--- config.mk ---
export PLATFORM = sky130hd
export DESIGN_NAME = irq_arbiter5
export DESIGN_NICKNAME = d
export VERILOG_FILES = /design/src/rtl/irq_arb_pkg.sv /design/src/rtl/irq_input_cond.sv /design/src/rtl/irq_arbiter5.sv
export SDC_FILE = /design/constraint.sdc
export NUM_CORES = 1
export LEC_CHECK = 0
export CAP_MARGIN = 0
export CORE_UTILIZATION = 40
export DETAILED_ROUTE_END_ITERATION = 10
export PLACE_DENSITY = 0.62
export SYNTH_ARGS = -nofsm -noshare
export SYNTH_HDL_FRONTEND = slang
export SYNTH_SLANG_ARGS = --single-unit
--- constraint.sdc ---
create_clock -name clk -period 7 [get_ports clk]
set_input_delay 1.05 -clock clk [delete_from_list [all_inputs] [get_ports clk]]
set_output_delay 1.05 -clock clk [all_outputs]
set_load 0.01 [all_outputs]
--- src/rtl/irq_arb_pkg.sv ---
// Shared types, constants and the round-robin selector for the five-source interrupt arbiter.
package irq_arb_pkg;

    localparam int NSRC = 5;

    localparam logic [7:0] REG_PEND = 8'd0;
    localparam logic [7:0] REG_MASK = 8'd1;
    localparam logic [7:0] REG_VEC  = 8'd2;

    typedef enum logic [1:0] {
        IDLE    = 2'd0,
        ASSERT  = 2'd1,
        SERVICE = 2'd2
    } irq_state_t;

    // First eligible source searching upward from last+1, wrapping modulo NSRC.
    function automatic logic [2:0] rr_pick(input logic [4:0] elig, input logic [2:0] last);
        logic [2:0] idx;
        logic [2:0] pick;
        logic       found;
        idx   = last;
        pick  = 3'd0;
        found = 1'b0;
        for (int k = 0; k < NSRC; k++) begin
            idx = (idx >= 3'd4) ? 3'd0 : idx + 3'd1;
            if (!found && elig[idx]) begin
                pick  = idx;
                found = 1'b1;
            end else begin
                found = found;
            end
        end
        return pick;
    endfunction

endpackage

--- src/rtl/irq_input_cond.sv ---
// Per-source conditioning: 2-flop synchroniser, polarity normalisation, edge detect and pending flop.
module irq_input_cond
    import irq_arb_pkg::*;
#(
    parameter logic ACTIVE_LOW = 1'b0,
    parameter logic EDGE       = 1'b0
) (
    input  logic clk,
    input  logic reset,
    input  logic irq_raw,
    input  logic eoi_clr,
    output logic pend
);

    logic sync1_r;
    logic sync2_r;
    logic act_d_r;
    logic act_s;
    logic rise_s;

    assign act_s  = sync2_r ^ ACTIVE_LOW;
    assign rise_s = act_s & ~act_d_r;

    // Synchroniser resets to the inactive raw level so reset release never looks like an edge.
    always_ff @(posedge clk or posedge reset) begin
        if (reset) begin
            sync1_r <= ACTIVE_LOW;
            sync2_r <= ACTIVE_LOW;
            act_d_r <= 1'b0;
            pend    <= 1'b0;
        end else begin
            sync1_r <= irq_raw;
            sync2_r <= sync1_r;
            act_d_r <= act_s;
            if (EDGE) begin
                pend <= rise_s | (pend & ~eoi_clr);
            end else begin
                pend <= act_s;
            end
        end
    end

endmodule

--- src/rtl/irq_arbiter5.sv ---
// Five-source round-robin interrupt controller for a KCPSM3: FSM, arbitration and port-mapped registers.
module irq_arbiter5
    import irq_arb_pkg::*;
#(
    parameter logic [7:0] BASE_ADDR       = 8'h80,
    parameter logic [4:0] ACTIVE_LOW_MASK = 5'b00111,
    parameter logic [4:0] EDGE_MASK       = 5'b00000
) (
    input  logic       clk,
    input  logic       reset,
    input  logic [4:0] irq_in,
    output logic       interrupt,
    input  logic       interrupt_ack,
    input  logic [7:0] port_id,
    input  logic       write_strobe,
    input  logic       read_strobe,
    input  logic [7:0] out_port,
    output logic [7:0] data_out
);

    irq_state_t state_r;
    logic [4:0] pend_s;
    logic [4:0] mask_r;
    logic [4:0] eligible_s;
    logic [4:0] eoi_clr_s;
    logic [2:0] vec_r;
    logic [2:0] last_r;
    logic [7:0] addr_off_s;
    logic       eoi_s;
    logic       eoi_service_s;
    logic       unused_s;

    assign addr_off_s    = port_id - BASE_ADDR;
    assign eoi_s         = write_strobe && (addr_off_s == REG_VEC);
    assign eoi_service_s = eoi_s && (state_r == SERVICE);
    assign eligible_s    = pend_s & mask_r;
    assign unused_s      = ^{read_strobe, out_port[7:5]};

    for (genvar i = 0; i < NSRC; i++) begin : g_src
        assign eoi_clr_s[i] = eoi_service_s && (vec_r == 3'(i));

        irq_input_cond #(
            .ACTIVE_LOW (ACTIVE_LOW_MASK[i]),
            .EDGE       (EDGE_MASK[i])
        ) u_cond (
            .clk     (clk),
            .reset   (reset),
            .irq_raw (irq_in[i]),
            .eoi_clr (eoi_clr_s[i]),
            .pend    (pend_s[i])
        );
    end

    // Arbitration FSM; interrupt is a registered decode of the ASSERT state.
    always_ff @(posedge clk or posedge reset) begin
        if (reset) begin
            state_r   <= IDLE;
            interrupt <= 1'b0;
            vec_r     <= 3'd0;
            last_r    <= 3'd4;
        end else begin
            case (state_r)
                IDLE: begin
                    if (eligible_s != 5'd0) begin
                        state_r   <= ASSERT;
                        interrupt <= 1'b1;
                        vec_r     <= rr_pick(eligible_s, last_r);
                    end else begin
                        interrupt <= 1'b0;
                    end
                end
                ASSERT: begin
                    // No withdrawal: once raised, only the ack lowers it.
                    if (interrupt_ack) begin
                        state_r   <= SERVICE;
                        interrupt <= 1'b0;
                    end else begin
                        interrupt <= 1'b1;
                    end
                end
                SERVICE: begin
                    interrupt <= 1'b0;
                    if (eoi_s) begin
                        state_r <= IDLE;
                        last_r  <= vec_r;
                    end else begin
                        state_r <= SERVICE;
                    end
                end
                default: begin
                    state_r   <= IDLE;
                    interrupt <= 1'b0;
                end
            endcase
        end
    end

    // Mask register write.
    always_ff @(posedge clk or posedge reset) begin
        if (reset) begin
            mask_r <= 5'd0;
        end else if (write_strobe && (addr_off_s == REG_MASK)) begin
            mask_r <= out_port[4:0];
        end else begin
            mask_r <= mask_r;
        end
    end

    // Registered read mux, one cycle behind port_id.
    always_ff @(posedge clk or posedge reset) begin
        if (reset) begin
            data_out <= 8'h00;
        end else begin
            case (addr_off_s)
                REG_PEND: data_out <= {3'b000, pend_s};
                REG_MASK: data_out <= {3'b000, mask_r};
                REG_VEC:  data_out <= {(state_r != IDLE), 4'b0000, vec_r};
                default:  data_out <= 8'h00;
            endcase
        end
    end

endmodule

# Yosys cells after proc, flatten, opt, wreduce, memory -nomap -nowiden
# Index checks and enable logic that the tools add are counted.
[totals]
regBits = 37
in_bits = 26
out_inout_bits = 9
word_cells = 104
[classes]
addsub = 6
magnitude_cmp = 10
eq_ne = 6
mux = 40
n_bitwise = 4
n_reduce_logical = 17
[ops]
columns = ["operator", "n"]
rows = [
  ["3-bit 2-to-1 mux", 10],
  ["8-bit one-hot mux with 3 select lines", 1],
  ["3-bit by 4-bit < comparator with 1-bit output (second input constant)", 5],
  ["1-bit 2-to-1 mux", 19],
  ["3-bit by 1-bit adder with 3-bit output (second input constant)", 5],
  ["1-bit binary-select mux with 3-bit select", 5],
  ["3-bit >= comparator (second input constant)", 5],
  ["8-bit by 1-bit equality test with 1-bit output (second input constant)", 1],
  ["8-bit by 2-bit equality test with 1-bit output (second input constant)", 1],
  ["8-bit zero test", 1],
  ["8-bit subtractor (second input constant)", 1],
  ["1-bit logical AND", 6],
  ["2-bit 2-to-1 mux", 3],
  ["2-bit one-hot mux with 3 select lines", 1],
  ["2-bit AND reduction", 3],
  ["5-bit AND", 1],
  ["5-bit nonzero test", 1],
  ["1-bit zero test", 4],
  ["2-bit inequality test (second input constant)", 2],
  ["1-bit NOT", 3],
  ["2-bit by 1-bit equality test with 1-bit output (second input constant)", 1],
  ["2-bit equality test (second input constant)", 1],
  ["2-bit zero test", 1],
  ["1-bit one-hot mux with 2 select lines", 1],
  ["2-bit nonzero test", 1],
]

# Longest topological paths before layout
[logic_depth]
word_depth = 25
ltp_mapped = 15
mapped_depth_nobuf = 14

# Hierarchy
# From an unflattened synthesis, not the netlist that was laid out.
[unflattened]
cells_unflattened = 210
hier_area_um2 = 2064.5
[modules_own_cells]
columns = ["module", "instances", "cells_per_inst", "area_per_inst_um2", "seq_area_each_um2"]
rows = [
  ["irq_arbiter5", 1, 187, 1651.6, 501.7],
  ["irq_input_cond (g_src[0].u_cond ...)", 3, 5, 85.1, 77.6],
  ["irq_input_cond (g_src[3].u_cond ...)", 2, 4, 78.8, 75.1],
]

# Worst setup path after synthesis
# OpenSTA, ideal clock, no wires.
[synth_timing]
path_kind = "register to register"
start = "reg last_r[0]"
end = "reg vec_r[2]"
setup_time_ps = 95
t_arrival_ps = 3595
slack_ps = 3309
stages_incl_launch_ff = 16
n_path_buf = 2
path_cell_list = "dfrtp_1 clkbuf_1 inv_1 ha_1 and2b_1 ha_1 clkbuf_1 nor2b_1 nor2_1 ha_1 o21ai_0 o32ai_1 a21oi_1 or3_1 or2_1 o31ai_1"
[synth_between]
elab_chain_cells = 25
elab_cells_between_ends = 50
[synth_rtl]
columns = ["item", "line_no", "text"]
rows = [
  ["from (decl)", "irq_arbiter5.sv:27", "logic [2:0] last_r;"],
  ["from (signal assigned)", "irq_arbiter5.sv:85", "last_r <= vec_r;"],
  ["3-bit by 1-bit adder with 3-bit output or 3-bit >= comparator (tied branches)", "irq_arb_pkg.sv:25", "idx = (idx >= 3'd4) ? 3'd0 : idx + 3'd1;"],
  ["3-bit 2-to-1 mux (*)", "irq_arb_pkg.sv:25", ""],
  ["parallel branches: the longest is 22 deep, another holds 3-bit by 1-bit adder with 3-bit output", "-", ""],
  ["3-bit 2-to-1 mux (*)", "irq_arb_pkg.sv:26", "if (!found && elig[idx]) begin"],
  ["to (signal assigned)", "irq_arbiter5.sv:67", "vec_r <= rr_pick(eligible_s, last_r);"],
  ["to (decl)", "irq_arbiter5.sv:26", "logic [2:0] vec_r;"],
]
# Every way passes the cells marked *. The select of a mux whose other input is x is not followed.
# A chain may end at the register's enable or synchronous reset.

# Worst setup path after layout
# Ends and elaborated chain as after synthesis.

==> impl_metrics.yaml <==
drt:
  route.detailed.drc: 0
  wl_per_cell_um: 13.92
  viasPerCell: 5.327
  routed_wl_mm: 4.217
  first_pass_iters: 4
  drt_iter0_drc: 145
  drtAntennaViolNets: 0
  via_count: 1614
yosys:
  synthTopCellsByArea: "dfrtp_1 35%, dfstp_2 9.3%, mux2_2 4.0%"
  synth_top_flop_cell: "dfrtp_1"
  synth_area_per_cell_um2: 9.556
  yosys.area.top_type: "dfrtp_1"
  synth-seq-area-share: 0.4472
  syn_inst: 207
  synth_async_sr_flop_share: 1.000
  synth_seq_cells: 35
  synth_top_area_share: 0.3542
  synth_edf_count: 0
  syn-cell-area_mm2: 0.001978
  yosysUniqueCellTypes: 54
  yosys_warnings: 0
clock_tree:
  cts.clk_slew.worst_paths_ns: 0.07
  ctsHtreeMaxLevel: 2
  hold_buffers: 0
  ctsResizeCount: 0
  clock-sinks: 35
  clock_latency_ns: 0.28
  postCtsSetupBuffers: 0
  tritoncts: "done"
  clockBufferDepth: 2
  numCtsBuffers: 5
  root_buffer: "clkbuf_8"
floorplan:
  io_pins: 35
  dieHeight_um: 72.33
  rows: 25
  initial_core_util: 0.4161
  die_area_mm2: 0.005231
  coreArea_mm2: 0.004755
  die-width_um: 72.33
place:
  dp_hpwl_mm: 3.130
  place_ws_ns: 2.879
  globalplace.congestion: 0.8627
  io_buffers: 28
run_status:
  status: "finished, final reports clean"
sta:
  fin_crit_ns: 4.137
  grt_setup_unrepaired: "no"
  fmaxAchievable_mhz: 241.7
  maxSlewHeadroom: 0.4869
  setup_violations: 0
  slew_violations: 0
  layout_setup_ws_ns: 2.863
  fin_worst_skew_ns: 0.006118
  hold_viol: 0
  tns_ns: 0
  worst-slew-pin-transition_ns: 0.7638
  fin_crit_sh: 0.5910
setup_path:
  crit_path_end_kind: "flip-flop"
  cp_max_fo: 17
  path_class: "reg -> reg"
  crit_arrival_ns: 4.33
  cp.required_ns: 7.19
  start_kind: "flip-flop"
final_layout:
  utilization: 0.5053
  num_antenna_cells: 0
  nFillCells: 471
  drive_above_1_share: 0.1271
  finalNetCount: 265
  ff_latch_area_um2: 884.6
  multi_input_area_mm2: 0.001017
  syn_to_final_growth_pct: 21.44
global_routing:
  grt_usage: 0.1815
  antenna_found_initial: 0
  grt_max_degree: 36
  grt_pass1_wl_mm: 7.182
  grt_pass1_vias: 1520
  grt-ovfl-total: 0
run:
  maxCapViolCount: 0
pwr:
  ir_drop_mv: 0.1706
  power_density_mw_per_mm2: 202.5
  p_leak_nw: 1.054
min_path:
  hold_class: "reg -> reg"
## critical path, cell delays in order, from the launching register on
cell and delay (ns):
dfrtp_1 0.65, inv_1 0.12, ha_1 0.37, and2b_1 0.19, ha_1 0.36, o21ba_2 0.27
nor2_1 0.29, nor2_1 0.12, ha_1 0.31, o21ai_0 0.12, o32ai_1 0.29, a21oi_1 0.07
or3_1 0.40, or2_1 0.25, o31ai_1 0.23
## kinds of logic (layout without fill, tap and decap cells)
| kind of cell | after synthesis | count (layout) | synth area share |
|---|---|---|---|
| muxes | 14 | 14 | 0.07527 |
| and+or+nand+nor | 85 | 85 | 0.2347 |
| buffers and inverters | 19 | 47 | 0.04048 |
| DFF | 35 | 35 | 0.4472 |
| adders and majority gates | 4 | 4 | 0.02530 |
| other | 1 | 2 | 0.001896 |
| AOI/OAI and AO/OA | 49 | 49 | 0.1752 |
## state kept, by name, indices dropped and copies added, names as in the netlist
register              count
data_out                  6
g_src.u_cond.act_s        2
g_src.u_cond.pend         5
g_src.u_cond.sync1_r      5
g_src.u_cond.sync2_r      3
interrupt                 1
last_r                    3
mask_r                    5
state_r                   2
vec_r                     3
## metrics by stage
step                      area, µm²  instances  power (mW)  hold WS, ns
final                          2402        303      0.4864       0.3456
after CTS                      2402        303      0.4919       0.3466
after detailed placement       2311        295      0.3434       0.3355
after global placement         2311        295      0.3426       0.3329
after global routing           2402        303      0.5167       0.3481
after floorplan                1982        208      0.3080       0.3312
## power by group
group	switching, mW	internal, mW
Combinational	0.0512	0.0474
Sequential	0.0183	0.222
Clock	0.0677	0.0793
## cell usage in the layout (no fill, tap or decap), types with 3 or more instances in the layout
| cell type | count |
|---|---|
| dfrtp_1 | 28 |
| clkdlybuf4s50_1 | 28 |
| nand2_1 | 19 |
| nor2_1 | 16 |
| inv_1 | 10 |
| a21oi_1 | 10 |
| nor3_1 | 9 |
| o21ai_0 | 8 |
| mux2_2 | 7 |
| mux2i_1 | 7 |
| dfstp_2 | 7 |
| nand2b_1 | 6 |
| clkbuf_8 | 6 |
| nor2b_1 | 5 |
| a31oi_1 | 5 |
| nand3_1 | 4 |
| o22ai_1 | 4 |
| ha_1 | 4 |
| nor3b_1 | 3 |
| and2_1 | 3 |
| and3_1 | 3 |
| o211ai_1 | 3 |
| o31ai_1 | 3 |
## area by class of cell
type / count / share of cell area
Clock buffer: 7 / 0.03594
Multi-Input combinational cell: 154 / 0.4234
Inverter: 10 / 0.01563
Tap cell: 67 / 0.03490
Clock inverter: 1 / 0.002083
Timing Repair Buffer: 29 / 0.1198
Sequential cell: 35 / 0.3682
## metal layers
| metal | part of all wire | up-vias | global-route usage |
|---|---|---|---|
| met1 | 0.48 | 771 | 0.2601 |
| met3 | 0.042 | 6 | 0.03750 |
| li1 | - | 795 | - |
| met2 | 0.46 | 42 | 0.2648 |
| met5 | 0 | - | 0 |
| met4 | 0.015 | 0 | 0.08061 |
## cells in the mapped netlist (all sizes together), types with 2 or more instances
library cell and n:
a21oi 10, a31oi 5, and2 3, and3 4, buf 3, clkbuf 6, dfrtp 28, dfstp 7
ha 4, inv 10, mux2 7, mux2i 7, nand2 19, nand2b 6, nand3 4, nand3b 2
nor2 16, nor2b 5, nor3 9, nor3b 3, o211ai 3, o21ai 9, o22ai 4, o31ai 3
o32ai 2, or2 3, or3 2, or3b 2, or4b 2
## worst paths after layout
path / startpoint / to / depth (start not counted) / slack, ns
setup / recovery: last_r[0]$_DFFE_PP0P_ / vec_r[2]$_DFFE_PP0P_ / 14 / 2.86
hold / removal: g_src[4].u_cond.act_s$_DFF_PP0_ / g_src[4].u_cond.pend$_DFF_PP0_ / 0 / 0.35
setup reg to reg: last_r[0]$_DFFE_PP0P_ / vec_r[2]$_DFFE_PP0P_ / 14 / 2.86
hold reg to reg: g_src[4].u_cond.act_s$_DFF_PP0_ / g_src[4].u_cond.pend$_DFF_PP0_ / 0 / 0.35
max in group asynchronous: reset / g_src[1].u_cond.sync1_r$_DFF_PP1_ / 3 / 5.51
min in group asynchronous: reset / data_out[7]$_DFF_PP0_ / 3 / 1.16
No activity file was read; power rests on OpenSTA's default activity.
